`config.mk`:
```
export PLATFORM = sky130hd
export DESIGN_NAME = swap_regfile_nch
export DESIGN_NICKNAME = d
export VERILOG_FILES = /design/src/rtl/swap_regfile_nch_pkg.sv /design/src/rtl/swap_regfile_nch_mux.sv /design/src/rtl/swap_regfile_nch.sv
export SDC_FILE = /design/constraint.sdc
export NUM_CORES = 1
export LEC_CHECK = 0
export CAP_MARGIN = 10
export CORE_MARGIN = 2
export CORE_UTILIZATION = 55
export DETAILED_ROUTE_END_ITERATION = 6
export PLACE_DENSITY = 0.79
export SLEW_MARGIN = 20
export SYNTH_ARGS = -nofsm -noshare
export SYNTH_HDL_FRONTEND = slang
export SYNTH_SLANG_ARGS = --single-unit
```
`constraint.sdc`:
```
create_clock -name clk -period 1.8 [get_ports clk]
set_input_delay 0.54 -clock clk [delete_from_list [all_inputs] [get_ports clk]]
set_output_delay 0.54 -clock clk [all_outputs]
set_load 0.01 [all_outputs]
```
`src/rtl/swap_regfile_nch_pkg.sv`:
```
// Shared definitions for the swap register file: FSM state encoding and address-width helper.
package swap_regfile_nch_pkg;

  localparam logic [1:0] IDLE = 2'd0;
  localparam logic [1:0] S_T  = 2'd1;
  localparam logic [1:0] S_A  = 2'd2;
  localparam logic [1:0] S_B  = 2'd3;

  // Index width for n entries; a single register still gets a 1-bit index.
  function automatic int unsigned addr_width(input int unsigned n);
    int unsigned w;
    w = 1;
    while ((32'd1 << w) < n) begin
      w++;
    end
    return w;
  endfunction

endpackage

```
`src/rtl/swap_regfile_nch_mux.sv`:
```
// M-to-1 N-bit read selector; out-of-range select yields zero.
module mux_mx1_nbit
  import swap_regfile_nch_pkg::*;
#(
  parameter int unsigned N = 3,
  parameter int unsigned M = 4,
  localparam int unsigned AW = addr_width(M)
) (
  input  logic [N-1:0]  data_i [M],
  input  logic [AW-1:0] sel_i,
  output logic [N-1:0]  data_o
);

  always_comb begin
    data_o = '0;
    for (int unsigned i = 0; i < M; i++) begin
      if (sel_i == AW'(i)) begin
        data_o = data_i[i];
      end
    end
  end

endmodule

```
`src/rtl/swap_regfile_nch.sv`:
```
// M x N register file with combinational read port and a three-step temp-register swap engine.
module swap_regfile_nch
  import swap_regfile_nch_pkg::*;
#(
  parameter int unsigned N = 3,
  parameter int unsigned M = 4,
  localparam int unsigned AW = addr_width(M)
) (
  input  logic          clk,
  input  logic          reset_n,
  input  logic          wr_en,
  input  logic [AW-1:0] wr_addr,
  input  logic [N-1:0]  wr_data,
  input  logic [AW-1:0] rd_addr,
  output logic [N-1:0]  rd_data,
  input  logic          swap_req,
  input  logic [AW-1:0] swap_a,
  input  logic [AW-1:0] swap_b,
  output logic          busy,
  output logic          done,
  output logic          err
);

  localparam logic [AW:0] MLim = (AW+1)'(M);

  logic [1:0]    state_q, state_d;
  logic [N-1:0]  regs_q [M];
  logic [N-1:0]  regs_d [M];
  logic [N-1:0]  temp_q, temp_d;
  logic [AW-1:0] a_q, a_d, b_q, b_d;
  logic          done_q, done_d;
  logic          err_q, err_d;
  logic          idle;
  logic          wr_in_range;
  logic          swap_in_range;

  assign idle          = (state_q == IDLE);
  assign wr_in_range   = ({1'b0, wr_addr} < MLim);
  assign swap_in_range = ({1'b0, swap_a} < MLim) && ({1'b0, swap_b} < MLim);

  always_comb begin
    state_d = state_q;
    regs_d  = regs_q;
    temp_d  = temp_q;
    a_d     = a_q;
    b_d     = b_q;
    done_d  = 1'b0;
    err_d   = 1'b0;
    case (state_q)
      IDLE: begin
        if (swap_req) begin
          if (swap_in_range) begin
            a_d     = swap_a;
            b_d     = swap_b;
            state_d = S_T;
          end else begin
            err_d = 1'b1;
          end
          // A swap request owns this edge; any concurrent write is lost.
          if (wr_en) begin
            err_d = 1'b1;
          end
        end else if (wr_en) begin
          if (wr_in_range) begin
            regs_d[wr_addr] = wr_data;
          end else begin
            err_d = 1'b1;
          end
        end
      end
      S_T: begin
        temp_d  = regs_q[a_q];
        state_d = S_A;
      end
      S_A: begin
        regs_d[a_q] = regs_q[b_q];
        state_d     = S_B;
      end
      S_B: begin
        regs_d[b_q] = temp_q;
        done_d      = 1'b1;
        state_d     = IDLE;
      end
    endcase
    // Writes are refused while a swap is running; swap requests are silently ignored.
    if (!idle && wr_en) begin
      err_d = 1'b1;
    end
  end

  always_ff @(posedge clk) begin
    if (!reset_n) begin
      state_q <= IDLE;
      temp_q  <= '0;
      a_q     <= '0;
      b_q     <= '0;
      done_q  <= 1'b0;
      err_q   <= 1'b0;
      for (int unsigned i = 0; i < M; i++) begin
        regs_q[i] <= '0;
      end
    end else begin
      state_q <= state_d;
      temp_q  <= temp_d;
      a_q     <= a_d;
      b_q     <= b_d;
      done_q  <= done_d;
      err_q   <= err_d;
      regs_q  <= regs_d;
    end
  end

  mux_mx1_nbit #(
    .N(N),
    .M(M)
  ) u_rd_mux (
    .data_i(regs_q),
    .sel_i (rd_addr),
    .data_o(rd_data)
  );

  assign busy = !idle;
  assign done = done_q;
  assign err  = err_q;

endmodule

```
==> summary.txt <==
=========================================================================================
Starting DRC count in detailed routing .....................................          112
Slowest-stage cell, CP .....................................................       mux4_2
Run status ................................................................. finished with violations
Length in cells of the worst reg-to-reg path ...............................            8
Detailed placer's ending HPWL .............................................. 3510 microns
H-tree depth ...............................................................            1
Total clock sinks ..........................................................           23
Non-Filler Instances .......................................................          255
Die footprint .............................................................. 0.00351 sq mm
Clock Skews ................................................................    0.0139 ns
Final total power ..........................................................      2.97 mW
Critical Path End ..........................................................   rd_data[1]
Final slew viol count ......................................................            0
FP Rows ....................................................................           20
Delay-heaviest family, CP .................................................. multiplexers
Global-route wire length before repair ..................................... 7980 microns
CTS Buffer Depth ...........................................................            2
Area used by sequential logic in the layout ................................    470 sq um
Floorplan core area ........................................................ 0.00298 sq mm
Maximum number of pins on one net before global-route repair ...............           25
Largest incremental delay on the critical path .............................      0.46 ns
Cell area after synthesis .................................................. 0.00168 sq mm
GR Overflow Total ..........................................................            0
Initial antenna violation count ............................................            0
Final TNS setup ............................................................    -0.101 ns
Max Cap Violations .........................................................            0
Placed Cells incl. Taps ....................................................          249
Endpoints failing setup ....................................................            3
Post-Syn Nets ..............................................................          198
Buffers and inverters on the worst path ....................................            1
Setup repair after global routing missed its margin ........................         true
Class of the tightest hold or removal check ................................      reg2reg
Synth cell types ...........................................................           45
Number of logic stages on the critical path including buffering ............            2
Pre-CTS WS .................................................................    -0.888 ns
Initial core utilization ...................................................        56.4%
Fraction of layout instances using a drive strength above 1 ................        34.2%
CTS root buf ...............................................................     clkbuf_4
Total number of yosys warnings .............................................            0
Die boundary height ........................................................ 59.3 microns
Clock slew at the register clock pins of the worst setup and hold paths ....      0.15 ns
Clock tree from TritonCTS ..................................................          yes
Syn avg cell area ..........................................................   9.39 sq um
Total of fill cells in the finished design .................................          237
Synth-to-Final Area Change .................................................        27.3%
Headroom to the max-slew limit .............................................        70.7%
Smallest hold slack ........................................................     0.605 ns
Upper clock frequency limit ................................................      541 MHz
VDD IR-drop max ............................................................       995 uV
Required time of the critical path .........................................      1.26 ns
Startpoint type of the worst setup path ....................................     register
Part of the cycle the worst path needs .....................................         103%
Gr usage total .............................................................        30.3%
Critical Path Sink Type ....................................................   output pin
Final #Nets ................................................................          242
End-of-flow core utilization ...............................................        71.8%
Post-layout instance area .................................................. 0.00214 sq mm
Detailed-route via count ...................................................         1658
Cell area power density .................................................... 1390 mW/mm^2
Number of global-route vias before repair ..................................         1620
Number of storage elements in the synthesis netlist ........................           23
Total area of multi-input combinational cells .............................. 0.00115 sq mm
Origin of the critical flop-to-flop path ................................... state_q[0]$_SDFFE_PN0P_
Area post-placement ........................................................ 0.00207 sq mm
Aggregate routed wire length ............................................... 4750 microns
EDFF count, synth ..........................................................            0
Static leakage power .......................................................     0.890 nW
CTS buffer count ...........................................................            3
Top-level port count .......................................................           21
Final hold violation count .................................................            0
FF-to-FF setup slack .......................................................      0.14 ns
Startpoint-to-endpoint class of the critical path ..........................      reg2out
Antenna diode count ........................................................            0
Sequential cell area fraction in the yosys report ..........................        27.4%
Proportion of register bits with asynchronous set or reset after synthesis .           0%
Detailed-route DRC error count .............................................            0
Minimum setup slack in the final design ....................................   -0.0469 ns
Hold-fix buffer count after cts ............................................            0
Detail-routed net length per standard cell ................................. 18.6 microns
Leading register cell type out of synthesis ................................      dfxtp_1
Data arrival time at the worst-slack endpoint ..............................      1.31 ns
Final min period ...........................................................      1.85 ns
Violated checks ............................................................ setup timing
DR vias/cell ...............................................................         6.50
DRT Pass-1 Iters ...........................................................            5
Maximum net fanout on the critical path ....................................            2
IO buf count ...............................................................           20
Cell breakdown of the critical path ........................................ mux4_2, buf_2
Chip width ................................................................. 59.3 microns
Slew @ Worst Pin ...........................................................     0.440 ns
GPL Wtd Cong ...............................................................        0.889
Most common library cell in the layout ignoring fill and taps ..............        buf_4
Remaining antenna violation count after routing ............................            0
Post-Synthesis Cells .......................................................          179
Worst skew pair latency ....................................................      0.33 ns
Most frequent cells in the layout .......................................... 29 x buf_4, 20 x nand2_1, 15 x dfxtp_1
=========================================================================================
[power breakdown]
group          leakage, nW  switching, mW  internal (mW)
sequential           0.191          0.163          0.683
combinational        0.684          0.923          0.938
clock               0.0150          0.179         0.0868
total                0.890           1.27           1.71
[synthesized netlist by cell type, types with 2 or more instances]
library cell / n / area, sq um
o221a_1: 2 / 22.5
mux2_2: 9 / 101
a31o_1: 2 / 17.5
nand2b_1: 4 / 25.0
o31ai_1: 2 / 15.0
a31oi_1: 7 / 43.8
inv_1: 5 / 18.8
nor2_1: 5 / 18.8
mux4_2: 9 / 203
nand2_1: 20 / 75.1
nor3b_1: 2 / 15.0
mux2i_1: 10 / 100
buf_2: 3 / 15.0
nor3_1: 4 / 20.0
clkbuf_1: 4 / 15.0
a221oi_2: 4 / 60.1
o21ai_0: 11 / 55.1
nand3_1: 7 / 35.0
a21o_1: 3 / 22.5
dfxtp_1: 23 / 460
ha_1: 4 / 50.1
a211oi_1: 2 / 15.0
a21boi_0: 4 / 30.0
nor2b_1: 5 / 31.3
and3_1: 3 / 18.8
a21oi_1: 6 / 30.0
[cell families (layout without fill, tap and decap cells)]
group                    after synthesis  in the layout  share of synthesized area (%)
flip-flops                            23             23                           27.4
multiplexers                          28             28                           24.1
adder cells (fa/ha/maj)                4              4                           2.98
AO/OA/AOI/OAI                         49             49                           21.6
AND/OR/NAND/NOR                       58             58                           18.3
buffers and inverters                 17             60                           5.66
[final cells by class]
type                       instances  area share (%)
multi-input combinational        139            53.7
sequential                        23            22.0
timing repair buffer              50            20.1
tap                               33            1.93
clock buffer                       4            1.23
inverter                           6            1.05
[tightest hold or removal path: stages, from the launching register on]
cell,delay (ns)
dfxtp_2,0.43
nand2_1,0.08
a21boi_0,0.07
[repair_timing]
action	in CTS	in global routing
endpoints found under the setup margin	6	10
buffers inserted	2	0
gates resized for setup	28	8
pin swaps	0	2
[worst min path at each step]
stage	start	depth (start not counted)	slack [ns]	end
global route	b_q[1]$_SDFFE_PN0P_	2	0.63	b_q[1]$_SDFFE_PN0P_
global placement	state_q[0]$_SDFFE_PN0P_	2	0.53	state_q[0]$_SDFFE_PN0P_
CTS	b_q[0]$_SDFFE_PN0P_	2	0.61	b_q[0]$_SDFFE_PN0P_
detailed placement	state_q[0]$_SDFFE_PN0P_	2	0.56	state_q[0]$_SDFFE_PN0P_
finish	b_q[1]$_SDFFE_PN0P_	2	0.60	b_q[1]$_SDFFE_PN0P_
floorplan	state_q[0]$_SDFFE_PN0P_	2	0.52	state_q[0]$_SDFFE_PN0P_
[per-layer routing]
metal  share of wire [%]  global-route usage [%]
met2                  49                    49.0
met1                  40                    39.8
met4                 2.7                    13.6
met5                   0                       0
met3                 8.6                    4.37
Power figures use the tool's default switching activity.
